## config.mk

```make
export PLATFORM = sky130hd
export DESIGN_NAME = multicycle_ctrl_sequencer_flat
export DESIGN_NICKNAME = d
export VERILOG_FILES = /design/src/rtl/multicycle_ctrl_sequencer_pkg.sv /design/src/rtl/multicycle_ctrl_sequencer_if.sv /design/src/rtl/multicycle_ctrl_sequencer_ctrl_decoder.sv /design/src/rtl/multicycle_ctrl_sequencer.sv /design/src/flat_wrapper.sv
export SDC_FILE = /design/constraint.sdc
export NUM_CORES = 1
export LEC_CHECK = 0
export CAP_MARGIN = 25
export CORE_MARGIN = 2
export CORE_UTILIZATION = 51
export CTS_CLUSTER_DIAMETER = 40
export CTS_CLUSTER_SIZE = 30
export DETAILED_ROUTE_END_ITERATION = 12
export PLACE_DENSITY = 0.79
export SLEW_MARGIN = 10
export SYNTH_ARGS = -nofsm -noshare
export SYNTH_HDL_FRONTEND = slang
export SYNTH_SLANG_ARGS = --single-unit
```

## constraint.sdc

```tcl
create_clock -name clk -period 1.8 [get_ports clk]
set_input_delay 0.36 -clock clk [delete_from_list [all_inputs] [get_ports clk]]
set_output_delay 0.36 -clock clk [all_outputs]
set_load 0.03 [all_outputs]
```

## src/rtl/multicycle_ctrl_sequencer_pkg.sv

```systemverilog
// Shared encodings for the multi-cycle control sequencer: FSM states, opcodes,
// ALU operation codes, fault codes and the packed control word.
package selten_ctrl_pkg;

  localparam logic [2:0] ST_IDLE   = 3'd0;
  localparam logic [2:0] ST_FETCH  = 3'd1;
  localparam logic [2:0] ST_DECODE = 3'd2;
  localparam logic [2:0] ST_EXEC   = 3'd3;
  localparam logic [2:0] ST_MEM    = 3'd4;
  localparam logic [2:0] ST_WB     = 3'd5;
  localparam logic [2:0] ST_HALTED = 3'd6;
  localparam logic [2:0] ST_FAULT  = 3'd7;

  localparam logic [3:0] OP_ADD  = 4'h0;
  localparam logic [3:0] OP_SUB  = 4'h1;
  localparam logic [3:0] OP_AND  = 4'h2;
  localparam logic [3:0] OP_OR   = 4'h3;
  localparam logic [3:0] OP_ADDI = 4'h4;
  localparam logic [3:0] OP_LD   = 4'h5;
  localparam logic [3:0] OP_ST   = 4'h6;
  localparam logic [3:0] OP_BEQ  = 4'h7;
  localparam logic [3:0] OP_BNE  = 4'h8;
  localparam logic [3:0] OP_JMP  = 4'h9;
  localparam logic [3:0] OP_CALL = 4'hA;
  localparam logic [3:0] OP_RET  = 4'hB;
  localparam logic [3:0] OP_NOP  = 4'hC;
  localparam logic [3:0] OP_HALT = 4'hD;

  localparam logic [1:0] ALU_ADD   = 2'b00;
  localparam logic [1:0] ALU_SUB   = 2'b01;
  localparam logic [1:0] ALU_FUNCT = 2'b10;

  localparam logic [1:0] FC_NONE     = 2'b00;
  localparam logic [1:0] FC_ILLEGAL  = 2'b01;
  localparam logic [1:0] FC_STACK    = 2'b10;
  localparam logic [1:0] FC_DMEM_TMO = 2'b11;

  typedef struct packed {
    logic       alu_src;
    logic       reg_dst;
    logic       mem_to_reg;
    logic [1:0] alu_op;
    logic       is_ld;
    logic       is_st;
    logic       is_beq;
    logic       is_bne;
    logic       is_jmp;
    logic       is_call;
    logic       is_ret;
    logic       needs_wb;
  } ctrl_word_t;

endpackage

```

## src/rtl/multicycle_ctrl_sequencer_if.sv

```systemverilog
// Datapath/memory-facing signal bundle of the sequencer; master is the sequencer side.
interface multicycle_ctrl_sequencer_if #(
  parameter int STACK_DEPTH = 16
);
  localparam int SP_W = $clog2(STACK_DEPTH + 1);

  logic            run;
  logic [3:0]      opcode;
  logic            imem_ready;
  logic            dmem_ready;
  logic            imem_req;
  logic            ir_load;
  logic            pc_write;
  logic            jump;
  logic            beq;
  logic            bne;
  logic            call;
  logic            ret;
  logic            mem_read;
  logic            mem_write;
  logic            alu_src;
  logic            reg_dst;
  logic            mem_to_reg;
  logic [1:0]      alu_op;
  logic            reg_write;
  logic [2:0]      state;
  logic            halted;
  logic            fault;
  logic [1:0]      fault_code;
  logic [SP_W-1:0] sp_depth;

  modport master (
    input  run, opcode, imem_ready, dmem_ready,
    output imem_req, ir_load, pc_write, jump, beq, bne, call, ret,
           mem_read, mem_write, alu_src, reg_dst, mem_to_reg, alu_op,
           reg_write, state, halted, fault, fault_code, sp_depth
  );

  modport slave (
    output run, opcode, imem_ready, dmem_ready,
    input  imem_req, ir_load, pc_write, jump, beq, bne, call, ret,
           mem_read, mem_write, alu_src, reg_dst, mem_to_reg, alu_op,
           reg_write, state, halted, fault, fault_code, sp_depth
  );
endinterface

```

## src/rtl/multicycle_ctrl_sequencer_ctrl_decoder.sv

```systemverilog
// Combinational opcode decoder: control word plus illegal-opcode flag.
module ctrl_decoder
  import selten_ctrl_pkg::*;
(
  input  logic [3:0] i_opcode,
  output ctrl_word_t o_cw,
  output logic       o_illegal
);

  // Opcode to control word; E/F are the only unmapped encodings.
  always_comb begin
    o_cw      = '0;
    o_illegal = 1'b0;
    case (i_opcode)
      OP_ADD, OP_SUB, OP_AND, OP_OR: begin
        o_cw.reg_dst  = 1'b1;
        o_cw.alu_op   = ALU_FUNCT;
        o_cw.needs_wb = 1'b1;
      end
      OP_ADDI: begin
        o_cw.alu_src  = 1'b1;
        o_cw.alu_op   = ALU_ADD;
        o_cw.needs_wb = 1'b1;
      end
      OP_LD: begin
        o_cw.alu_src    = 1'b1;
        o_cw.mem_to_reg = 1'b1;
        o_cw.alu_op     = ALU_ADD;
        o_cw.is_ld      = 1'b1;
        o_cw.needs_wb   = 1'b1;
      end
      OP_ST: begin
        o_cw.alu_src = 1'b1;
        o_cw.alu_op  = ALU_ADD;
        o_cw.is_st   = 1'b1;
      end
      OP_BEQ: begin
        o_cw.alu_op = ALU_SUB;
        o_cw.is_beq = 1'b1;
      end
      OP_BNE: begin
        o_cw.alu_op = ALU_SUB;
        o_cw.is_bne = 1'b1;
      end
      OP_JMP:           o_cw.is_jmp  = 1'b1;
      OP_CALL:          o_cw.is_call = 1'b1;
      OP_RET:           o_cw.is_ret  = 1'b1;
      OP_NOP, OP_HALT:  o_cw         = '0;
      default:          o_illegal    = 1'b1;
    endcase
  end

endmodule

```

## src/rtl/multicycle_ctrl_sequencer.sv

```systemverilog
// Multi-cycle FETCH/DECODE/EXEC/MEM/WB sequencer with call-depth tracking and
// sticky HALTED/FAULT states.
module multicycle_ctrl_sequencer
  import selten_ctrl_pkg::*;
#(
  parameter int STACK_DEPTH = 16,
  parameter int MEM_TIMEOUT = 255
) (
  input logic                         clk,
  input logic                         rst_n,
  multicycle_ctrl_sequencer_if.master bus
);

  localparam int SP_W  = $clog2(STACK_DEPTH + 1);
  localparam int TMO_W = $clog2(MEM_TIMEOUT + 1);
  localparam logic [SP_W-1:0]  SP_MAX  = SP_W'(STACK_DEPTH);
  localparam logic [TMO_W-1:0] TMO_MAX = TMO_W'(MEM_TIMEOUT);

  logic [2:0]       r_state, w_state_nxt, w_end_state;
  ctrl_word_t       r_cw, w_dec_cw, w_lvl_cw;
  logic             w_illegal;
  logic [SP_W-1:0]  r_sp_depth, w_sp_nxt;
  logic [TMO_W-1:0] r_tmo, w_tmo_nxt;
  logic [1:0]       r_fault_code, w_fc_nxt;
  logic             w_sp_full, w_sp_empty, w_in_exec, w_in_mem;

  ctrl_decoder u_dec (
    .i_opcode  (bus.opcode),
    .o_cw      (w_dec_cw),
    .o_illegal (w_illegal)
  );

  assign w_end_state = bus.run ? ST_FETCH : ST_IDLE;
  assign w_sp_full   = (r_sp_depth == SP_MAX);
  assign w_sp_empty  = (r_sp_depth == SP_W'(0));
  assign w_in_exec   = (r_state == ST_EXEC);
  assign w_in_mem    = (r_state == ST_MEM);

  // Next-state, call depth, timeout counter and fault code.
  always_comb begin
    w_state_nxt = r_state;
    w_sp_nxt    = r_sp_depth;
    w_tmo_nxt   = r_tmo;
    w_fc_nxt    = r_fault_code;
    case (r_state)
      ST_IDLE: begin
        if (bus.run) w_state_nxt = ST_FETCH;
        else         w_state_nxt = ST_IDLE;
      end
      ST_FETCH: begin
        if (bus.imem_ready) w_state_nxt = ST_DECODE;
        else                w_state_nxt = ST_FETCH;
      end
      ST_DECODE: begin
        if (w_illegal) begin
          w_state_nxt = ST_FAULT;
          w_fc_nxt    = FC_ILLEGAL;
        end else if (bus.opcode == OP_HALT) begin
          w_state_nxt = ST_HALTED;
        end else begin
          w_state_nxt = ST_EXEC;
        end
      end
      ST_EXEC: begin
        w_tmo_nxt = TMO_W'(0);
        if ((r_cw.is_call && w_sp_full) || (r_cw.is_ret && w_sp_empty)) begin
          w_state_nxt = ST_FAULT;
          w_fc_nxt    = FC_STACK;
        end else begin
          if (r_cw.is_call)     w_sp_nxt = r_sp_depth + SP_W'(1);
          else if (r_cw.is_ret) w_sp_nxt = r_sp_depth - SP_W'(1);
          else                  w_sp_nxt = r_sp_depth;
          if (r_cw.is_ld || r_cw.is_st) w_state_nxt = ST_MEM;
          else if (r_cw.needs_wb)       w_state_nxt = ST_WB;
          else                          w_state_nxt = w_end_state;
        end
      end
      ST_MEM: begin
        // A ready on the limit cycle still wins over the timeout.
        if (bus.dmem_ready) begin
          w_tmo_nxt   = TMO_W'(0);
          w_state_nxt = r_cw.is_ld ? ST_WB : w_end_state;
        end else if (r_tmo == TMO_MAX) begin
          w_state_nxt = ST_FAULT;
          w_fc_nxt    = FC_DMEM_TMO;
        end else begin
          w_tmo_nxt = r_tmo + TMO_W'(1);
        end
      end
      ST_WB:     w_state_nxt = w_end_state;
      ST_HALTED: w_state_nxt = ST_HALTED;
      ST_FAULT:  w_state_nxt = ST_FAULT;
      default:   w_state_nxt = ST_IDLE;
    endcase
  end

  // Sequencer state registers; the control word is captured during DECODE.
  always_ff @(posedge clk or negedge rst_n) begin
    if (!rst_n) begin
      r_state      <= ST_IDLE;
      r_cw         <= '0;
      r_sp_depth   <= SP_W'(0);
      r_tmo        <= TMO_W'(0);
      r_fault_code <= FC_NONE;
    end else begin
      r_state      <= w_state_nxt;
      r_sp_depth   <= w_sp_nxt;
      r_tmo        <= w_tmo_nxt;
      r_fault_code <= w_fc_nxt;
      if (r_state == ST_DECODE) r_cw <= w_dec_cw;
      else                      r_cw <= r_cw;
    end
  end

  // Decode drives the levels combinationally in DECODE, the latched word thereafter.
  assign w_lvl_cw = (r_state == ST_DECODE) ? w_dec_cw :
                    ((r_state == ST_EXEC) || (r_state == ST_MEM) || (r_state == ST_WB)) ? r_cw :
                    ctrl_word_t'('0);

  assign bus.imem_req   = (r_state == ST_FETCH);
  assign bus.ir_load    = (r_state == ST_FETCH) && bus.imem_ready;
  assign bus.pc_write   = (r_state == ST_FETCH) && bus.imem_ready;
  assign bus.jump       = w_in_exec && r_cw.is_jmp;
  assign bus.beq        = w_in_exec && r_cw.is_beq;
  assign bus.bne        = w_in_exec && r_cw.is_bne;
  assign bus.call       = w_in_exec && r_cw.is_call && !w_sp_full;
  assign bus.ret        = w_in_exec && r_cw.is_ret && !w_sp_empty;
  assign bus.mem_read   = w_in_mem && r_cw.is_ld;
  assign bus.mem_write  = w_in_mem && r_cw.is_st;
  assign bus.alu_src    = w_lvl_cw.alu_src;
  assign bus.reg_dst    = w_lvl_cw.reg_dst;
  assign bus.mem_to_reg = w_lvl_cw.mem_to_reg;
  assign bus.alu_op     = w_lvl_cw.alu_op;
  assign bus.reg_write  = (r_state == ST_WB);
  assign bus.state      = r_state;
  assign bus.halted     = (r_state == ST_HALTED);
  assign bus.fault      = (r_state == ST_FAULT);
  assign bus.fault_code = r_fault_code;
  assign bus.sp_depth   = r_sp_depth;

endmodule
```

## src/flat_wrapper.sv

```systemverilog
// flat-port wrapper written by rule: the top's interface ports become plain ports
module multicycle_ctrl_sequencer_flat import selten_ctrl_pkg::*;
#(
  parameter int STACK_DEPTH = 16,
  parameter int MEM_TIMEOUT = 255
)
  (clk, rst_n, bus_run, bus_opcode, bus_imem_ready, bus_dmem_ready, bus_imem_req, bus_ir_load, bus_pc_write, bus_jump, bus_beq, bus_bne, bus_call, bus_ret, bus_mem_read, bus_mem_write, bus_alu_src, bus_reg_dst, bus_mem_to_reg, bus_alu_op, bus_reg_write, bus_state, bus_halted, bus_fault, bus_fault_code, bus_sp_depth);
  multicycle_ctrl_sequencer_if #(.STACK_DEPTH(STACK_DEPTH)) bus_i ();
  input logic clk;
  input logic rst_n;
  input wire logic [$bits(bus_i.run)-1:0] bus_run;
  input wire logic [$bits(bus_i.opcode)-1:0] bus_opcode;
  input wire logic [$bits(bus_i.imem_ready)-1:0] bus_imem_ready;
  input wire logic [$bits(bus_i.dmem_ready)-1:0] bus_dmem_ready;
  output wire logic [$bits(bus_i.imem_req)-1:0] bus_imem_req;
  output wire logic [$bits(bus_i.ir_load)-1:0] bus_ir_load;
  output wire logic [$bits(bus_i.pc_write)-1:0] bus_pc_write;
  output wire logic [$bits(bus_i.jump)-1:0] bus_jump;
  output wire logic [$bits(bus_i.beq)-1:0] bus_beq;
  output wire logic [$bits(bus_i.bne)-1:0] bus_bne;
  output wire logic [$bits(bus_i.call)-1:0] bus_call;
  output wire logic [$bits(bus_i.ret)-1:0] bus_ret;
  output wire logic [$bits(bus_i.mem_read)-1:0] bus_mem_read;
  output wire logic [$bits(bus_i.mem_write)-1:0] bus_mem_write;
  output wire logic [$bits(bus_i.alu_src)-1:0] bus_alu_src;
  output wire logic [$bits(bus_i.reg_dst)-1:0] bus_reg_dst;
  output wire logic [$bits(bus_i.mem_to_reg)-1:0] bus_mem_to_reg;
  output wire logic [$bits(bus_i.alu_op)-1:0] bus_alu_op;
  output wire logic [$bits(bus_i.reg_write)-1:0] bus_reg_write;
  output wire logic [$bits(bus_i.state)-1:0] bus_state;
  output wire logic [$bits(bus_i.halted)-1:0] bus_halted;
  output wire logic [$bits(bus_i.fault)-1:0] bus_fault;
  output wire logic [$bits(bus_i.fault_code)-1:0] bus_fault_code;
  output wire logic [$bits(bus_i.sp_depth)-1:0] bus_sp_depth;
  assign bus_i.run = bus_run;
  assign bus_i.opcode = bus_opcode;
  assign bus_i.imem_ready = bus_imem_ready;
  assign bus_i.dmem_ready = bus_dmem_ready;
  assign bus_imem_req = bus_i.imem_req;
  assign bus_ir_load = bus_i.ir_load;
  assign bus_pc_write = bus_i.pc_write;
  assign bus_jump = bus_i.jump;
  assign bus_beq = bus_i.beq;
  assign bus_bne = bus_i.bne;
  assign bus_call = bus_i.call;
  assign bus_ret = bus_i.ret;
  assign bus_mem_read = bus_i.mem_read;
  assign bus_mem_write = bus_i.mem_write;
  assign bus_alu_src = bus_i.alu_src;
  assign bus_reg_dst = bus_i.reg_dst;
  assign bus_mem_to_reg = bus_i.mem_to_reg;
  assign bus_alu_op = bus_i.alu_op;
  assign bus_reg_write = bus_i.reg_write;
  assign bus_state = bus_i.state;
  assign bus_halted = bus_i.halted;
  assign bus_fault = bus_i.fault;
  assign bus_fault_code = bus_i.fault_code;
  assign bus_sp_depth = bus_i.sp_depth;
  multicycle_ctrl_sequencer #(.STACK_DEPTH(STACK_DEPTH), .MEM_TIMEOUT(MEM_TIMEOUT)) u_core (.clk(clk), .rst_n(rst_n), .bus(bus_i));
endmodule
```

==> out/qor.yml <==
grt_usage_pct: 31.6
hold_slack_ns: 0.400
drive_above_1_share_pct: 46.3
cts_tree: "done"
vdd_drop_max_mv: 1.21
period_share_pct: 109
grt_max_degree: 30
portBuffers: 36
dieWidth_microns: 64.1
drt-total-wl_microns: 6910
io_pins: 37
hold_viol: 0
drt-wirelength-per-cell_microns: 20.2
slew_violations: 0
syn_avg_cell_area_sq_um: 8.85
syn_area_sq_um: 1840
drt_iter0_markers: 307
nNetsFinal: 314
drc: 0
async_flop_share_pct: 100
totalPowerFinal_mw: 5.49
rows: 21
gp_congestion: 0.836
firstDrtPassIters: 4
place_ws_ns: -0.256
globalRoute.totalOverflow: 0
slew_headroom_pct: 73.9
worstMarginPinSlew_ns: 0.392
violations: "setup timing"
powerDensity_nw_per_um2: 1830
antenna_cells: 0
layout_commonest_cell: "buf_4"
setup_violations: 21
vias_per_cell: 6.02
routed-via-count: 2059
synth_ff_type: "dfrtp_1"
end_kind: "output pin"
ys_types: 43
worstSkewPairLatency_ns: 0.34
rsz0062_at_grt: "yes"
dp_hpwl_microns: 3260
crit_required_ns: 1.44
setup_slack_ns: -0.161
multi_input_area_sq_um: 1250
max_freq_mhz: 510
arrival_ns: 1.60
core-area_sq_um: 3390
outcome: "finished, violations left"
ys_warn_count: 0
p_leak_nw: 1.37
netlist_instances: 208
period_minus_slack_ns: 1.96
seq_area_frac_synth_pct: 39.4
cts_buffers: 5
area_delta_synth_final_pct: 62.5
start_kind: "flop"
antenna_left: 0
cp_max_fo: 6
seqCellArea_sq_um: 736
most-common-layout-cells: "buf_4, nand2_1, dfrtp_1"
min_path_type: "in2async"
die_h_microns: 64.1
ys_seq_elements: 29
antenna_found_initial: 0
cts_max_level: 2
syn-num-nets: 227
crit_type: "reg2out"
dieArea_sq_um: 4110
cap_violations: 0
cts.sinks: 29
grt_pass1_vias: 1976
grt_pass1_wl_microns: 9890
initial_utilization_pct: 54.3
nFillCells: 151
clk_path_buf_depth: 2
clk_pin_slew_ns: 0.10
finClkSkew_ns: 0.00528
root_buffer: "clkbuf_4"
synth_edf_count: 0
[sequential cells by signal, indices dropped and copies added (netlist names)]
register               cells
u_core.bus.sp_depth        5
u_core.bus.fault_code      2
u_core.bus.state           3
u_core.r_cw               11
u_core.r_tmo               8
[routing by layer]
metal | vias up | share of wire (%) | global-route usage [%]
li1 | 896 | - | -
met1 | 1016 | 40 | 37.0
met2 | 117 | 50 | 55.9
met3 | 30 | 5.8 | 5.99
met4 | 0 | 4.5 | 13.6
met5 | - | 0 | 0
[layout make-up]
class | count | share of cell area [%]
Sequential cell | 29 | 24.6
Timing Repair Buffer | 90 | 27.5
Clock inverter | 1 | 1.00
Inverter | 10 | 1.34
Clock buffer | 7 | 1.84
Tap cell | 46 | 1.92
Multi-Input combinational cell | 159 | 41.8
[power by group]
| part | total (mW) | internal, mW | switching (mW) |
|---|---|---|---|
| sequential | 1.24 | 0.918 | 0.322 |
| clock | 0.585 | 0.331 | 0.253 |
| combinational | 3.66 | 1.70 | 1.96 |
| total | 5.49 | 2.95 | 2.54 |
[cell usage after synthesis (all sizes together) (3+ instances only)]
| cell | instances | area [sq um] |
|---|---|---|
| a211oi | 5 | 37.5 |
| a21oi | 11 | 55.1 |
| and2 | 3 | 18.8 |
| and3 | 5 | 32.5 |
| buf | 6 | 40.0 |
| clkbuf | 4 | 15.0 |
| dfrtp | 29 | 726 |
| ha | 9 | 113 |
| inv | 10 | 37.5 |
| mux2 | 4 | 45.0 |
| mux2i | 4 | 40.0 |
| nand2 | 31 | 116 |
| nand3 | 6 | 30.0 |
| nand3b | 3 | 22.5 |
| nor2 | 19 | 71.3 |
| nor2b | 4 | 32.5 |
| nor3 | 3 | 20.0 |
| o21ai | 18 | 90.1 |
| xnor2 | 7 | 61.3 |
| xor2 | 3 | 26.3 |
[path summary, 6_finish.rpt]
kind / start / endpoint / slack [ns] / depth (start not counted)
worst max-delay path: u_core.bus.state[0]$_DFFE_PN0P_ / bus_alu_op[1] / -0.16 / 5
worst min-delay path: rst_n / u_core.bus.fault_code[0]$_DFFE_PN0P_ / 0.40 / 2
worst max register to register: u_core.bus.state[2]$_DFFE_PN0P_ / u_core.r_tmo[0]$_DFFE_PN0P_ / -0.07 / 7
worst min register to register: u_core.r_cw[3]$_DFFE_PN0P_ / u_core.r_cw[3]$_DFFE_PN0P_ / 0.52 / 2
max in group asynchronous: rst_n / u_core.bus.state[1]$_DFFE_PN0P_ / 1.10 / 2
min in group clk: u_core.r_cw[3]$_DFFE_PN0P_ / u_core.r_cw[3]$_DFFE_PN0P_ / 0.52 / 2
[critical path, stage by stage (launching register included)]
cell	delay, ns
dfrtp_2	0.45
buf_12	0.14
buf_12	0.14
mux2i_4	0.18
o21ai_4	0.18
buf_6	0.16
[timing repair]
item,4_1_cts,5_1_grt
setup endpoints to repair,23,27
endpoints found under the hold margin,0,0
pin swaps,11,11
gates resized for setup,56,31
cloned,0,0
hold buffers,0,0
buffers inserted,20,10
[cells by family (layout without fill, tap and decap cells)]
logic type	Yosys count	after routing	synth area share [%]
and+or+nand+nor	82	82	22.6
xor gates and xnor gates	10	10	4.76
DFF	29	29	39.4
adders and majority gates	10	10	7.21
AOI/OAI and AO/OA	49	49	16.4
muxes	8	8	4.62
buffers and inverters	20	108	5.03
[stage by stage]
| step | cell area [sq um] | setup TNS, ns | cells | util (%) |
|---|---|---|---|---|
| after detailed placement | 2400 | -1.45 | 304 | 70.7 |
| final | 2990 | -1.71 | 342 | 88.2 |
| after floorplan | 1920 | -0.103 | 208 | - |
| after global placement | 2400 | -1.24 | 304 | 70.7 |
| after CTS | 2790 | -0.710 | 332 | 82.4 |
| after global routing | 2990 | -2.65 | 342 | 88.2 |
Note: power is estimated with default switching activity, not from simulation.
